$ cat src/rtl/pc_seq_pkg.sv
// Shared types and constants for the program-counter fetch sequencer.
package pc_seq_pkg;

  typedef enum logic [1:0] {
    FETCH   = 2'd0,
    WAIT    = 2'd1,
    PRESENT = 2'd2,
    END     = 2'd3
  } seq_state_t;

  localparam logic [15:0] LAST_ADDR_DEFAULT = 16'hBFFF;
  localparam int          MEM_LAT_MIN       = 1;
  localparam int          MEM_LAT_MAX       = 4;
  localparam int          WAIT_CNT_W        = 3;

endpackage

$ cat src/rtl/seq_wait_timer.sv
// Loadable down-counter; done marks the last cycle of a MEM_LAT-long wait.
module seq_wait_timer #(
  parameter int CNT_W = 3
) (
  input  logic             clock,
  input  logic             reset,
  input  logic             load,
  input  logic [CNT_W-1:0] load_value,
  input  logic             run,
  output logic             done
);

  logic [CNT_W-1:0] count;

  always_ff @(posedge clock) begin
    if (!reset) begin
      count <= '0;
    end else if (load) begin
      count <= load_value;
    end else if (run && (count != '0)) begin
      count <= count - CNT_W'(1);
    end
  end

  // Read data is valid on the cycle the count reaches one, not zero.
  assign done = run && (count == CNT_W'(1));

endmodule

$ cat src/rtl/pc_fetch_sequencer.sv
// Fetch sequencer driving the 16-bit program counter and program memory.
// Optional stall counter enabled by defining SEQ_STALL_COUNT_EN.
module pc_fetch_sequencer
  import pc_seq_pkg::*;
#(
  parameter int                ADDR_W    = 16,
  parameter int                DATA_W    = 16,
  parameter logic [ADDR_W-1:0] LAST_ADDR = LAST_ADDR_DEFAULT,
  parameter int                MEM_LAT   = 1
) (
  input  logic              clock,
  input  logic              reset,
  input  logic [ADDR_W-1:0] pc_index,
  output logic              pc_enable,
  output logic              pc_inc_or_set,
  output logic [ADDR_W-1:0] pc_new_value,
  output logic [ADDR_W-1:0] mem_addr,
  output logic              mem_rd_en,
  input  logic [DATA_W-1:0] mem_rdata,
  output logic              instr_valid,
  input  logic              instr_ready,
  output logic [DATA_W-1:0] instr_data,
  output logic [ADDR_W-1:0] instr_addr,
  input  logic              branch_req,
  input  logic [ADDR_W-1:0] branch_target,
  output logic              branch_ack,
  output logic              branch_err,
  output logic              at_end,
  output logic [15:0]       stall_count
);

  if (MEM_LAT < MEM_LAT_MIN || MEM_LAT > MEM_LAT_MAX) begin : g_bad_lat
    $error("pc_fetch_sequencer: MEM_LAT out of range");
  end

  seq_state_t        state, state_next;
  logic              pend;
  logic [ADDR_W-1:0] pend_tgt;
  logic              branch_legal;
  logic              branch_bad;
  logic              timer_load;
  logic              timer_done;
  logic              capture;
  logic              consumed;

  assign branch_legal = branch_req && (branch_target <= LAST_ADDR);
  assign branch_bad   = branch_req && (branch_target >  LAST_ADDR);
  assign mem_addr     = pc_index;
  assign instr_valid  = (state == PRESENT);
  assign at_end       = (state == END);

  seq_wait_timer #(
    .CNT_W (WAIT_CNT_W)
  ) u_wait_timer (
    .clock      (clock),
    .reset      (reset),
    .load       (timer_load),
    .load_value (WAIT_CNT_W'(MEM_LAT)),
    .run        (state == WAIT),
    .done       (timer_done)
  );

  always_ff @(posedge clock) begin
    if (!reset) begin
      state <= FETCH;
    end else begin
      state <= state_next;
    end
  end

  always_comb begin
    state_next    = state;
    pc_enable     = 1'b0;
    pc_inc_or_set = 1'b0;
    pc_new_value  = '0;
    branch_ack    = 1'b0;
    mem_rd_en     = 1'b0;
    timer_load    = 1'b0;
    capture       = 1'b0;
    consumed      = 1'b0;
    case (state)
      FETCH: begin
        mem_rd_en  = 1'b1;
        timer_load = 1'b1;
        state_next = WAIT;
      end
      WAIT: begin
        if (timer_done) begin
          capture    = 1'b1;
          state_next = PRESENT;
        end
      end
      PRESENT: begin
        if (instr_ready) begin
          if (pend) begin
            pc_enable     = 1'b1;
            pc_inc_or_set = 1'b1;
            pc_new_value  = pend_tgt;
            branch_ack    = 1'b1;
            consumed      = 1'b1;
            state_next    = FETCH;
          end else if (pc_index == LAST_ADDR) begin
            state_next = END;
          end else begin
            pc_enable  = 1'b1;
            state_next = FETCH;
          end
        end
      end
      END: begin
        // A request arriving now is newer than any pending one, so it wins.
        if (branch_legal || pend) begin
          pc_enable     = 1'b1;
          pc_inc_or_set = 1'b1;
          pc_new_value  = branch_legal ? branch_target : pend_tgt;
          branch_ack    = 1'b1;
          consumed      = 1'b1;
          state_next    = FETCH;
        end
      end
      default: state_next = FETCH;
    endcase
    if (!reset) begin
      pc_enable     = 1'b0;
      pc_inc_or_set = 1'b0;
      pc_new_value  = '0;
      branch_ack    = 1'b0;
      mem_rd_en     = 1'b0;
      timer_load    = 1'b0;
      capture       = 1'b0;
      consumed      = 1'b0;
    end
  end

  // The handoff consumes the old target; a same-cycle request becomes the new one.
  always_ff @(posedge clock) begin
    if (!reset) begin
      pend       <= 1'b0;
      pend_tgt   <= '0;
      branch_err <= 1'b0;
    end else begin
      branch_err <= branch_bad;
      if (consumed) begin
        pend <= 1'b0;
      end
      if (branch_legal && (state != END)) begin
        pend     <= 1'b1;
        pend_tgt <= branch_target;
      end
    end
  end

  always_ff @(posedge clock) begin
    if (!reset) begin
      instr_data <= '0;
      instr_addr <= '0;
    end else if (capture) begin
      instr_data <= mem_rdata;
      instr_addr <= pc_index;
    end
  end

`ifdef SEQ_STALL_COUNT_EN
  logic [15:0] stall_q;

  always_ff @(posedge clock) begin
    if (!reset) begin
      stall_q <= '0;
    end else if (instr_valid && !instr_ready && (stall_q != 16'hFFFF)) begin
      stall_q <= stall_q + 16'd1;
    end
  end

  assign stall_count = stall_q;
`else
  assign stall_count = '0;
`endif

endmodule

$ cat config.mk
export PLATFORM = sky130hd
export DESIGN_NAME = pc_fetch_sequencer
export DESIGN_NICKNAME = d
export VERILOG_FILES = /design/src/rtl/pc_seq_pkg.sv /design/src/rtl/seq_wait_timer.sv /design/src/rtl/pc_fetch_sequencer.sv
export SDC_FILE = /design/constraint.sdc
export NUM_CORES = 1
export LEC_CHECK = 0
export ABC_AREA = 1
export BUFFER_PORTS_ARGS = -buffer_cell sky130_fd_sc_hd__buf_2
export CORE_MARGIN = 3
export CORE_UTILIZATION = 30
export DETAILED_ROUTE_END_ITERATION = 16
export HOLD_SLACK_MARGIN = 0.15
export REMOVE_ABC_BUFFERS = 1
export SLEW_MARGIN = 40
export SYNTH_ARGS = -nofsm -noshare
export SYNTH_HDL_FRONTEND = slang
export SYNTH_SLANG_ARGS = --single-unit
export TNS_END_PERCENT = 1
$ cat constraint.sdc
create_clock -name clock -period 2.45 [get_ports clock]
set_input_delay 0.1225 -clock clock [delete_from_list [all_inputs] [get_ports clock]]
set_output_delay 0.1225 -clock clock [all_outputs]
set_load 0.1 [all_outputs]
-- After elaboration in Yosys (flattened, before gate mapping)
Index checks and enable logic that the tools add are counted.
- $lt $le $gt $ge: 2
- eq/ne operators: 9
- add/sub/neg operators: 1
- reductions and logical operators: 12
- multiplexer cells: 31
- bitwise operators: 1
- operators with widths (kind ; number):
    16-bit two-way mux ; 5
    16-bit one-hot mux with 2 select lines ; 1
    1-bit two-way mux ; 17
    16-bit == test (second input constant) ; 1
    16-bit greater-than comparator (second input constant) ; 1
    16-bit less-or-equal comparator (second input constant) ; 1
    2-bit two-way mux ; 5
    2-bit one-hot mux with 4 select lines ; 1
    1-bit logical AND ; 5
    2-bit == test (second input constant) ; 2
    2-bit by 1-bit != test with 1-bit output (second input constant) ; 2
    2-bit != test (second input constant) ; 2
    1-bit one-hot mux with 2 select lines ; 2
    2-bit nonzero test ; 2
    3-bit by 1-bit == test with 1-bit output (second input constant) ; 1
    3-bit AND reduction ; 1
    3-bit nonzero test ; 1
    3-bit by 1-bit subtractor with 3-bit output (second input constant) ; 1
    2-bit by 1-bit == test with 1-bit output (second input constant) ; 1
    2-bit logical NOT ; 1
    2-bit OR reduction ; 1
    1-bit logical OR ; 1
    1-bit NOT ; 1
- logic and storage cells: 64
- input port bits: 52
- output and inout port bits: 87
- register bits after elaboration: 55

-- Longest topological paths before layout
Gate-level depths: netlist (run 1).
- depth in word-level cells: 8
- mapped depth: 8
- depth with buffers taken out: 8

-- Modules after synthesis
Synthesis (run 1) repeated with hierarchy kept, for this count alone.
- cells, all modules: 419
- area total of the unflattened synthesis: 2837.7 um^2
- modules (own cells, without submodules) (module ; cells each ; seq. area each (um^2) ; area each (um^2) ; times used):
    pc_fetch_sequencer ; 383 ; 1041.0 ; 2620.0 ; 1
    seq_wait_timer ; 36 ; 60.1 ; 217.7 ; 1

-- Worst setup path before layout (run 1)
No wires, ideal clock.
- kind: flip-flop to output port
- start point: reg state[1]
- end point: out pc_inc_or_set
- path slack: -0.591 ns
- stages on the path, launching flop included: 7
- data arrival time: 2.918 ns
- path buffers: 2
- required time: 2.328 ns
- cell sequence: dfxtp_1 > nand2_2 > a21oi_4 > buf_4 > inv_1 > a21oi_1 > buf_4
- cells in the longest elaborated chain, start to end: 3
- elaborated cells on any way between the ends: 4
- those cells by class: eq/ne: 2; mux: 2
- ends and longest elaborated chain (element ; line ; RTL):
    from (decl) ; pc_fetch_sequencer.sv:36 ; seq_state_t state, state_next;
    from (signal assigned) ; pc_fetch_sequencer.sv:67 ; state <= state_next;
    2-bit == test ; - ;
    1-bit one-hot mux with 2 select lines (*) ; - ;
    1-bit two-way mux (*) ; - ;
    to (decl) ; pc_fetch_sequencer.sv:15 ; output logic pc_inc_or_set,
Every way passes the cells marked *; elsewhere a longest branch is shown, timed or not.

-- Worst setup path after layout (run 1)
- start point: reg state[1]
- end point: out pc_new_value[15]
- cells in the longest elaborated chain, start to end: 3
- elaborated cells on any way between the ends: 4
- those cells by class: eq/ne: 2; mux: 2
- ends and longest elaborated chain (element ; line ; RTL):
    2-bit == test ; pc_fetch_sequencer.sv:81 ; case (state)
    16-bit one-hot mux with 2 select lines (*) ; pc_fetch_sequencer.sv:81 ;
    16-bit two-way mux (*) ; pc_fetch_sequencer.sv:123 ; if (!reset) begin
    to (decl) ; pc_fetch_sequencer.sv:16 ; output logic [ADDR_W-1:0] pc_new_value,
Marks and branches as above.

==> flow_summary_export.csv, run 1 <==
group,metric,value,unit
grt,grt.overflow.total,0,
synthesis,yosys-top-cells-count,"dfxtp_1, nand3_1, nand2_1",
routing,drc,0,
synthesis,syn_area,2940,um^2
routing,drtPass1Iterations,4,
critical_path,max_stage_delay,0.47,ns
grt,grt_pass1_vias,2895,
routing,vias,3024,
sta,grt_setup_unrepaired,"false",
run,cap_violations,0,
pwr,pwr-share-clk,0.149,
cts,clk_latency,0.31,ns
pwr,leakage,1.90,nW
synthesis,netlist_instances,403,
sta,slew_violations,0,
sta,fin_crit,2.17,ns
synthesis,yosysTopAreaCellShare,0.375,
sta,whs,0.176,ns
cts,cts_buffers,5,
sta,relSlewSlack,0.661,
placed_design,dp_hpwl,5.66,mm
critical_path,critPathArrivalTime,2.04,ns
pwr,power.density,839,nW/um^2
placed_design,dpl_cell_area,3410,um^2
critical_path,path_buf_inv,2,
sta,skew,0.00970,ns
sta,hold_viol_final,0,
cts,htree_levels,2,
synthesis,synth_edf_count,0,
critical_path,critPathCaptureType,"output port",
run_status,status,"complete, no violations",
synthesis,synth.distinct_cells,32,
pwr,power_frac_seq,0.333,
cells_and_area,nFillCells,951,
critical_path,path_delay_family,"buffers and inverters",
cells_and_area,final_util,0.428,
synthesis,synth-async-reset-ratio,0,
critical_path,crit_path_start_kind,"flip-flop",
routing,ant_nets,0,
cts,post_cts_buffers,0,
routing,drtIter0Drc,77,
routing,wl,8.41,mm
die,core-area,9370,um^2
cts,path_clk_slew,0.09,ns
routing,post_drt_via_cell_ratio,4.48,
die,die_w,105,um
routing,wl_per_cell,12.5,um
sta,period_share,0.884,
pwr,p_int,1.56,mW
die,dieHeight,105,um
cells_and_area,antenna_cells,0,
pwr,vdd_drop_max,0.428,mV
cts,cts-root-buf,"clkbuf_8",
cells_and_area,area_growth,36.4,%
critical_path,cp_common_cell,"nand2_2",
placed_design,gp_congestion,0.772,
grt,grt_usage,0.151,
synthesis,yosysTopAreaCell,"dfxtp_1",
critical_path,cp_max_fo,16,
synthesis,yosysMostFrequentCell,"dfxtp_1",
synthesis,yosys_warnings,0,
die,ios,139,
die,num_rows,35,
cells_and_area,design_area,4010,um^2
grt,antenna_found_initial,0,
cts,cts_num_sinks,55,
cells_and_area,drive_above_1_share,0.308,
min_path,holdCritStartpoint,"branch_target[15]",
synthesis,synthFlopType,"dfxtp_1",
critical_path,crit_required,2.33,ns
pwr,power.share.combinational,0.518,
grt,grt_pass1_wl,13.8,mm
synthesis,yosysSeqAreaShare,0.375,
critical_path,cp_cell_sequence,"nand2_2 > nor2_2 > nand2_2 > clkinv_2 > nand2_1 > a21oi_1 > buf_2",
sta,worst_pin_slew,0.511,ns
cts,max-clock-path-buffers,2,
pwr,p_sw,1.81,mW
die,start_util,0.313,
grt,grt_max_degree,65,
synthesis,synthTopCellsByArea,"dfxtp_1, buf_4, nand3_1",
synthesis,syn_area_per_cell,7.29,um^2
critical_path,path_class,"flip-flop to output port",
cells_and_area,final_nets,600,
sta,timing.fmax,0.462,GHz
die,die_area,11000,um^2
synthesis,synth-seq-cells,55,
min_path,hold_path_class,"primary input to flip-flop",
sta,setup_violations,0,
critical_path,cp_slowest_cell,"dfxtp_1",
cts,cts_tree,"built",
critical_path,r2r-start,"u_wait_timer.count[1]",
pwr,swShare,0.537,
critical_path,crit_start,"state[1]",
placed_design,portBuffers,122,
==> stage by stage <==
stage | worst slack [ns] | cells | total power [mW] | TNS, ns
after floorplan | -1.62 | 363 | 2.40 | -5.02
after global routing | 0.0927 | 675 | 3.54 | 0
after global placement | 0.571 | 618 | 2.79 | 0
after detailed placement | 0.542 | 618 | 2.81 | 0
final | 0.284 | 675 | 3.36 | 0
after CTS | 0.255 | 674 | 3.38 | 0
==> area by class of cell <==
| cell class | count | area, um^2 | area share |
|---|---|---|---|
| clock inverter | 2 | 12.5 | 0.00312 |
| inverter | 52 | 196 | 0.0490 |
| timing repair buffer | 175 | 1150 | 0.287 |
| clock buffer | 6 | 72.6 | 0.0181 |
| tap | 129 | 161 | 0.0403 |
| multi-input combinational | 256 | 1310 | 0.328 |
| sequential | 55 | 1100 | 0.275 |
==> cells by family after synthesis <==
family	Yosys count	share of synthesized area
buf+inv	107	0.197
other cells	1	0.00128
fa+ha+maj	3	0.0128
xor+xnor	1	0.00298
flops	55	0.375
compound gates	103	0.193
simple gates	133	0.218
==> path summary, 6_finish.rpt <==
check                     end  slack (ns)  cells after the start
max reg2reg     instr_addr[9]        0.86                      6
max          pc_new_value[15]        0.28                      7
min reg2reg     instr_addr[5]        0.48                      2
min              pend_tgt[15]        0.18                      4
==> tightest hold or removal path: cells and delay by family <==
kind / cells / cell delay, ns
AND/OR/NAND/NOR: 2 / 0.18
buffers and inverters: 1 / 0.08
AO/OA/AOI/OAI: 1 / 0.06
==> timing repair <==
action | 4_1_cts | 5_1_grt
endpoints found under the hold margin | 47 | 0
resized for setup | 0 | 0
hold buffers | 48 | 0
==> layer usage <==
metal	GRT usage	up-vias	share of wire
li1	-	1549	-
met1	0.185	1347	0.44
met2	0.260	121	0.47
met3	0.0408	7	0.082
met4	0.0422	0	0.015
met5	0	-	0
==> power by group through the flow <==
stage	sequential (mW)	clock, mW	combinational, mW
6_report	1.12	0.500	1.74
5_1_grt	1.14	0.554	1.85
4_1_cts	1.12	0.530	1.73
3_5_place_dp	1.14	0	1.68
3_3_place_gp	1.13	0	1.66
2_1_floorplan	1.74	0	0.663
==> registers in the layout, indices dropped and copies added (netlist names) <==
register and count:
instr_addr 16, instr_data 16, pend_tgt 16, u_wait_timer.count 3
state 2, branch_err 1, pend 1
==> cells in the final DEF (no fill, tap or decap) <==
cell type and count:
buf_2 122, dfxtp_1 55, nand3_1 51, nand2_1 48, dlygate4sd3_1 48, inv_1 47
o21ai_1 32, o21ai_0 30, a21oi_1 28, conb_1 16, nand2_2 14, nor2_1 13
a21oi_2 10, clkbuf_8 5, buf_4 4, inv_2 3, ha_1 3, clkinv_2 2
a21oi_4 1, nor2_2 1, clkinv_1 1, or2_2 1, nor2b_1 1, nor2_4 1
nand4_4 1, nor3_1 1, nand2_4 1, xor2_1 1, a31oi_1 1, a211oi_1 1
clkbuf_1 1, clkinvlp_4 1, buf_16 1
Note: power is estimated with default switching activity, not from simulation.
==> inputs of run 2 (changes only) <==
--- a/config.mk
+++ b/config.mk
@@ -6,10 +6,10 @@
 export NUM_CORES = 1
 export LEC_CHECK = 0
 export ABC_AREA = 1
-export BUFFER_PORTS_ARGS = -buffer_cell sky130_fd_sc_hd__buf_2
 export CORE_MARGIN = 3
 export CORE_UTILIZATION = 30
 export DETAILED_ROUTE_END_ITERATION = 16
+export DONT_BUFFER_PORTS = 1
 export HOLD_SLACK_MARGIN = 0.15
 export REMOVE_ABC_BUFFERS = 1
 export SLEW_MARGIN = 40
==> flow_summary_export.csv, run 2 (synthesis results as in run 1) <==
group,metric,value,unit
sta,worst_pin_slew,0.744,ns
routing,wl,8.25,mm
pwr,pwr-share-clk,0.174,
pwr,power.density,861,nW/um^2
critical_path,crit_required,2.33,ns
critical_path,critPathCaptureType,"output port",
pwr,power_frac_seq,0.325,
min_path,hold_path_class,"primary input to flip-flop",
cts,path_clk_slew,0.10,ns
cells_and_area,multi_input_area,1350,um^2
pwr,p_sw,1.69,mW
routing,drtPass1Iterations,4,
cells_and_area,design_area,3950,um^2
run,cap_violations,0,
placed_design,portBuffers,0,
pwr,vdd_drop_max,0.437,mV
sta,fin_crit,2.30,ns
die,die_area,11000,um^2
sta,setup_violations,0,
sta,hold_viol_final,0,
critical_path,r2r-start,"state[1]",
pwr,p_int,1.71,mW
sta,slew_violations,0,
sta,grt_setup_unrepaired,"false",
routing,vias,2823,
cells_and_area,largest_registers,"instr_addr x16, instr_data x16, pend_tgt x16",
sta,timing.fmax,0.436,GHz
critical_path,cp_max_fo,18,
cts,cts-root-buf,"clkbuf_8",
critical_path,critPathArrivalTime,2.17,ns
cts,cts_buffers,5,
pwr,leakage,1.67,nW
cells_and_area,final_nets,537,
routing,drtIter0Drc,118,
routing,wl_per_cell,13.5,um
grt,grt_usage,0.145,
cells_and_area,area_growth,34.3,%
die,ios,139,
cells_and_area,register_area,1100,um^2
die,die_w,105,um
pwr,swShare,0.497,
placed_design,gp_congestion,0.752,
grt,grt_max_degree,65,
die,core-area,9370,um^2
critical_path,r2r_setup_slack,0.21,ns
grt,grt_pass1_wl,12.9,mm
die,dieHeight,105,um
cells_and_area,antenna_cells,0,
placed_design,dpl_cell_area,3220,um^2
die,num_rows,35,
sta,period_share,0.937,
sta,skew,0.0107,ns
sta,relSlewSlack,0.503,
placed_design,dp_hpwl,5.19,mm
routing,drc,0,
critical_path,crit_path_start_kind,"primary input",
cts,htree_levels,2,
cts,cts_num_sinks,55,
pwr,power.share.combinational,0.502,
sta,whs,0.195,ns
die,start_util,0.313,
cells_and_area,drive_above_1_share,0.218,
routing,post_drt_via_cell_ratio,4.62,
cells_and_area,mostFrequentLayoutCell,"dlygate4sd3_1",
critical_path,crit_start,"branch_target[15]",
routing,ant_nets,0,
grt,antenna_found_initial,0,
cts,cts_tree,"built",
run_status,status,"complete, no violations",
critical_path,path_class,"primary input to output port",
cells_and_area,mostFrequentLayoutCells,"dlygate4sd3_1, dfxtp_1, buf_4",
min_path,holdCritStartpoint,"reset",
cts,clk_latency,0.30,ns
cells_and_area,stdcell_count,611,
cells_and_area,nFillCells,946,
grt,grt.overflow.total,0,
placed_design,dp.cells,545,
grt,grt_pass1_vias,2699,
cts,post_cts_buffers,0,
cts,max-clock-path-buffers,2,
-- run 2: final timing paths --
path                      to  cells after the start
max          pc_new_value[2]                      7
min            instr_data[4]                      2
max reg2reg         state[1]                      8
min reg2reg    instr_addr[6]                      2
-- run 2: layout make-up --
type | count | share of cell area
Sequential cell | 55 | 0.279
Clock inverter | 1 | 0.00761
Tap cell | 129 | 0.0409
Inverter | 52 | 0.0498
Clock buffer | 6 | 0.0184
Multi-Input combinational cell | 256 | 0.343
Timing Repair Buffer | 112 | 0.261
-- run 2: metal layers --
metal | global-route usage | vias up | share of wire
li1 | - | 1415 | -
met3 | 0.0439 | 8 | 0.099
met2 | 0.264 | 130 | 0.50
met1 | 0.160 | 1270 | 0.40
met4 | 0.0440 | 0 | 0.0087
met5 | 0 | - | 0
-- run 2: power by group through the flow --
stage / combinational [mW] / sequential, mW / clock (mW)
after global placement: 1.56 / 1.12 / 0
after detailed placement: 1.58 / 1.12 / 0
after CTS: 1.69 / 1.10 / 0.614
final: 1.70 / 1.10 / 0.589
after floorplan: 0.663 / 1.74 / 0
after global routing: 1.79 / 1.12 / 0.643
-- run 2: per-stage QoR --
stage | TNS, ns | power [mW] | worst slack, ns | util
floorplan | -5.02 | 2.40 | -1.62 | -
global route | 0 | 3.55 | 0.0356 | 0.421
global placement | 0 | 2.68 | 0.728 | 0.344
CTS | 0 | 3.41 | 0.147 | 0.418
finish | 0 | 3.40 | 0.155 | 0.421
detailed placement | 0 | 2.70 | 0.664 | 0.344
-- run 2: timing repair --
item,CTS,global route
hold buffers,58,0
resized for setup,0,0
hold endpoints to repair,53,0
-- run 2: critical path, cell delays in order --
cell and delay [ns]:
dlygate4sd3_1 0.55, nand2_1 0.10, nand2_2 0.24, a21oi_4 0.47
o21ai_0 0.21, a21oi_2 0.16, buf_4 0.30
